==> src/rtl/polyveck_decompose_seq.sv <==
// Sequential Dilithium3 vector decompose: walks K*N coefficients from RAM through one
// shared arithmetic lane and streams address-tagged (a1, a0) results through a small FIFO.
module polyveck_decompose_seq #(
  parameter int K          = 6,
  parameter int N          = 256,
  parameter int AW         = 11,
  parameter int FIFO_DEPTH = 4
) (
  input  logic          clk,
  input  logic          rst,
  input  logic          start,
  output logic          busy,
  output logic          done,
  output logic          rd_en,
  output logic [AW-1:0] rd_addr,
  input  logic [31:0]   rd_data,
  output logic          out_valid,
  input  logic          out_ready,
  output logic [AW-1:0] out_addr,
  output logic [3:0]    out_a1,
  output logic [31:0]   out_a0
);

  localparam int            TOTAL = K * N;
  localparam logic [AW-1:0] LAST  = AW'(TOTAL - 1);
  localparam int            PW    = $clog2(FIFO_DEPTH);

  typedef enum logic [1:0] {IDLE, RUN, DRAIN, DONE} state_t;

  typedef struct packed {
    logic [AW-1:0] addr;
    logic [3:0]    a1;
    logic [31:0]   a0;
  } entry_t;

  state_t        state, state_d;
  logic [AW-1:0] rd_cnt, acc_cnt;
  logic          inflight;
  logic [AW-1:0] inflight_addr;

  entry_t        fifo_mem [FIFO_DEPTH];
  logic [PW-1:0] wr_ptr, rd_ptr;
  logic [PW:0]   fifo_cnt;
  logic          push, pop;

  // Arithmetic lane: rd_data is valid the cycle after rd_en, so it is decomposed
  // combinationally and lands in the FIFO at the end of that cycle.
  logic [31:0]        t0, prod, a0_raw;
  logic [3:0]         a1_c;
  logic signed [31:0] a0_c;

  always_comb begin
    t0     = (rd_data + 32'd127) >> 7;
    a1_c   = 4'((t0 * 32'd1025 + 32'd2097152) >> 22);
    prod   = 32'(a1_c) * 32'd523776;
    a0_raw = rd_data - prod;
    a0_c   = ($signed(a0_raw) > 32'sd4190208) ? $signed(a0_raw) - 32'sd8380417
                                              : $signed(a0_raw);
  end

  assign push      = inflight;
  assign out_valid = (fifo_cnt != '0);
  assign pop       = out_valid && out_ready;

  // Fields are forced to zero while empty so the stream is clean out of reset.
  always_comb begin
    out_addr = '0;
    out_a1   = '0;
    out_a0   = '0;
    if (out_valid) begin
      out_addr = fifo_mem[rd_ptr].addr;
      out_a1   = fifo_mem[rd_ptr].a1;
      out_a0   = fifo_mem[rd_ptr].a0;
    end
  end

  // NOTE: every signal driven here gets a default first, so no path can infer a latch.
  always_comb begin
    state_d = state;
    rd_en   = (state == RUN) && ((fifo_cnt + (PW+1)'(inflight)) < (PW+1)'(FIFO_DEPTH));
    busy    = (state == RUN) || (state == DRAIN);
    done    = (state == DONE);
    unique case (state)
      IDLE:    if (start) state_d = RUN;
      RUN:     if (rd_en && rd_cnt == LAST) state_d = DRAIN;
      DRAIN:   if (pop && acc_cnt == LAST) state_d = DONE;
      DONE:    state_d = IDLE;
      default: state_d = IDLE;
    endcase
  end

  assign rd_addr = rd_cnt;

  // NOTE: state uses non-blocking assignments so every register samples pre-edge values.
  always_ff @(posedge clk) begin
    if (rst) begin
      state         <= IDLE;
      rd_cnt        <= '0;
      acc_cnt       <= '0;
      inflight      <= 1'b0;
      inflight_addr <= '0;
      wr_ptr        <= '0;
      rd_ptr        <= '0;
      fifo_cnt      <= '0;
    end else begin
      state         <= state_d;
      inflight      <= rd_en;
      inflight_addr <= rd_cnt;
      if (state == IDLE)  rd_cnt <= '0;
      else if (rd_en)     rd_cnt <= rd_cnt + 1'b1;
      if (state == IDLE)  acc_cnt <= '0;
      else if (pop)       acc_cnt <= acc_cnt + 1'b1;
      if (push) wr_ptr <= wr_ptr + 1'b1;
      if (pop)  rd_ptr <= rd_ptr + 1'b1;
      if (push && !pop)      fifo_cnt <= fifo_cnt + 1'b1;
      else if (pop && !push) fifo_cnt <= fifo_cnt - 1'b1;
    end
  end

  // NOTE: FIFO storage is deliberately not reset; occupancy alone qualifies its contents.
  always_ff @(posedge clk) begin
    if (push) fifo_mem[wr_ptr] <= '{addr: inflight_addr, a1: a1_c, a0: a0_c};
  end

endmodule

==> config.mk <==
export PLATFORM = sky130hd
export DESIGN_NAME = polyveck_decompose_seq
export DESIGN_NICKNAME = d
export VERILOG_FILES = /design/src/rtl/polyveck_decompose_seq.sv
export SDC_FILE = /design/constraint.sdc
export NUM_CORES = 1
export LEC_CHECK = 0
export ABC_AREA = 1
export ABC_CLOCK_PERIOD_IN_PS = 9600
export CAP_MARGIN = 20
export CORE_ASPECT_RATIO = 0.8
export CORE_MARGIN = 2
export CORE_UTILIZATION = 60
export CTS_CLUSTER_DIAMETER = 200
export DETAILED_ROUTE_END_ITERATION = 10
export PLACE_DENSITY = 0.81
export SETUP_SLACK_MARGIN = 0.15
export SLEW_MARGIN = 10
export SYNTH_ARGS = -nofsm -noshare
export SYNTH_HDL_FRONTEND = slang
export SYNTH_SLANG_ARGS = --single-unit
==> constraint.sdc <==
create_clock -name clk -period 9.6 [get_ports clk]
set_input_delay 0.96 -clock clk [delete_from_list [all_inputs] [get_ports clk]]
set_output_delay 0.96 -clock clk [all_outputs]
set_load 0.005 [all_outputs]
==> key figures <==
Clock network
  • Clk sinks: about 230
  • CTS buffer count: 22
  • Hold buffer count at cts: 0
  • Longest Clk Path Bufs: 3
  • CTS tree: yes
  • Htree depth: 1
  • Clk slew on worst S/H paths: 0.06 ns
  • Worst-Skew Late Latency: 0.50 ns
  • CTS root buf: clkbuf_16

Critical path
  • Worst R2R Setup Slack: 6.84 ns
  • Worst-path fanout max: 12
  • Critical path arrival: 9.80 ns
  • CP max stage delay: approximately 0.52 ns
  • Critical Path Source Type: input pin
  • CP Data Required Time: 9.97 ns
  • Cell repeated most along the worst path: buf_4
  • Crit path capture type: flip-flop
  • Setup CP Type: input pin to flip-flop
  • Slowest-stage cell, CP: fa_2

Layout
  • Layout cell share with drive strength beyond 1: 17.8%
  • Filler cells: approximately 1400
  • Area grow syn2layout: 27.2%
  • Final #Nets: about 1900
  • Final core utilization: about four fifths
  • Most common cell after layout, fill and taps aside: nor2_1
  • Commonest non-fill, non-tap cells in the layout: nor2_1 (284), nand2_1 (232), edfxtp_1 (188), buf_4 (159), inv_1 (143)
  • Design area: about 17000 µm²
  • Antenna cells: 0

Place
  • DP Worst Slack: -0.628 ns
  • Port-buffer cells: 97
  • DP HPWL: 25600 µm
  • DP Area: 15700 µm²
  • Routability Congestion: 0.998

Synth
  • Synthesized area per cell: 8.66 µm²
  • Largest cells by area after synthesis: edfxtp_1 (42%), nor2_1 (8.3%), ha_1 (7.5%), nand2_1 (6.9%), dfxtp_1 (6.7%)
  • Mapped Cells: 1546
  • Post-synth EDFFs: 188
  • Synth Register Bits: 233
  • Post-synth top area cell: edfxtp_1
  • Syn_nets: 1671
  • Register area share after synthesis: 48.9%
  • YS warnings: 0
  • Mapped cell area: 13400 µm²
  • Post-synthesis cell type count: between 40 and 50
  • Async S/R FF share, synth: 0%
  • Yosys top cell area share: 42.2%
  • Top_reg_cell synth: edfxtp_1

Floorplan
  • Initial Util: 61.6%
  • Die Span Y: between 100 and 150 µm
  • Die area: 23500 µm²
  • CORE AREA: approximately 22000 µm²
  • Cell Rows: 48
  • IO Count: between 90 and 100
  • Die Span X: ~170 µm

Detailed routing
  • Vias: 12000
  • DR WL/cell: 18.1 µm
  • Post-DRT Antenna Nets: 0
  • Final wirelength: 38000 µm
  • Via-to-Cell Ratio: 5.69
  • DRT Pass-1 Iters: 6
  • Residual DRC count: 0
  • First DRT Iteration DRCs: 1336

Hold path
  • HP Class: flip-flop to flip-flop

Global routing
  • Gr usage total: 30.8%
  • Global route total overflow: 0
  • Initial antenna violation count: 0
  • First-pass GRT wire length: 56600 µm
  • Vias in the first global route: 10900
  • Largest net degree at the start of global routing: 95

STA
  • Setup TNS: 0 ns
  • Setup Viol. Count Final: 0
  • Clk_skew: ~0.013 ns
  • Max_slew headroom: 31.9%
  • Crit path time final: ~9.4 ns
  • Max Freq: 106 MHz
  • Fin. max-slew vios: 0
  • Worst Tran Pin Value: roughly 1 ns
  • Hold Vio Cnt, Final: 0
  • Fin crit share: a little over nine tenths
  • PnR worst setup slack: 0.166 ns

Run status
  • Status: complete, no violations

Job
  • Max-cap violations: 0
## flip-flops by register name, indices dropped and copies added (netlist names), named ones only
register,cells
fifo_mem,188
acc_cnt,11
inflight_addr,11
rd_addr,11
fifo_cnt,3
rd_ptr,2
state,2
wr_ptr,2
inflight,1
## cells by family (layout without fill, tap and decap cells)
group / count (synthesis) / in the layout / share of synthesized area (%)
adders and majority gates: 89 / 89 / 8.82
xor gates and xnor gates: 66 / 66 / 4.71
and+or+nand+nor: 679 / 679 / 21.0
DFF: 233 / 233 / 48.9
AOI/OAI and AO/OA: 270 / 270 / 10.6
buffers and inverters: 209 / 463 / 5.94
## synthesized netlist by cell type, types with 2 or more instances
master    number
nor2_1       297
nand2_1      245
edfxtp_1     188
inv_1        155
o21ai_0      133
a21oi_1       96
ha_1          80
nand3_1       61
dfxtp_1       45
xor2_1        44
clkbuf_1      30
nor3_1        30
nand4_1       25
xnor2_1       15
o21ai_1       14
buf_1          9
fa_1           9
inv_2          8
xor2_2         7
buf_2          6
o21bai_1       6
a211oi_1       5
nor4_1         5
nor3b_1        4
a21o_1         3
a31oi_1        3
nand3_2        3
o21a_1         3
o21ai_2        3
nor2_4         2
or2_1          2
## through the flow
| stage | cells | hold WS [ns] |
|---|---|---|
| after floorplan | 1546 | 0.423 |
| after global placement | 2051 | 0.436 |
| after detailed placement | 2051 | 0.463 |
| after CTS | 2091 | 0.476 |
| after global routing | 2100 | 0.488 |
| final | 2100 | 0.482 |
## final timing paths
check / from / endpoint / cells after the start
worst max-delay path: rd_data[6] / fifo_mem[3][0] / 44
worst min-delay path: inflight_addr[2] / fifo_mem[2][38] / 0
worst max register to register: fifo_cnt[0] / state[1] / 10
worst min register to register: inflight_addr[2] / fifo_mem[2][38] / 0
## critical path, delay by kind of cell
family	cells	cell delay, ns
adder cells (fa/ha/maj)	7	2.36
buffers and inverters	10	1.69
AO/OA/AOI/OAI	10	1.85
AND/OR/NAND/NOR	12	1.61
XOR/XNOR	5	1.31
## cell type report
type	count	area, µm²	share of cell area [%]
Multi-Input combinational cell	1104	6540	38.4
Inverter	163	612	3.59
Sequential cell	233	6550	38.4
Timing Repair Buffer	260	2250	13.2
Tap cell	300	375	2.20
Clock inverter	3	43.8	0.257
Clock buffer	37	661	3.88
## layer usage
metal / wire length (µm) / share of wire [%] / GRT usage [%]
met1: 16400 / 43 / 46.0
met2: 17000 / 45 / 48.1
met3: 3840 / 10 / 4.63
met4: 804 / 2.1 / 6.12
met5: 0 / 0 / 0
## what timing repair did
item | CTS | global route
setup buffers | 0 | 7
gates cloned | 0 | 2
hold endpoints to repair | 0 | 0
setup endpoints to repair | 128 | 128
gates resized for setup | 10 | 101
pin swaps | 0 | 44
Power is not shown: default switching activity piles up to over one toggle a cycle in this logic, so the estimate is an artifact.
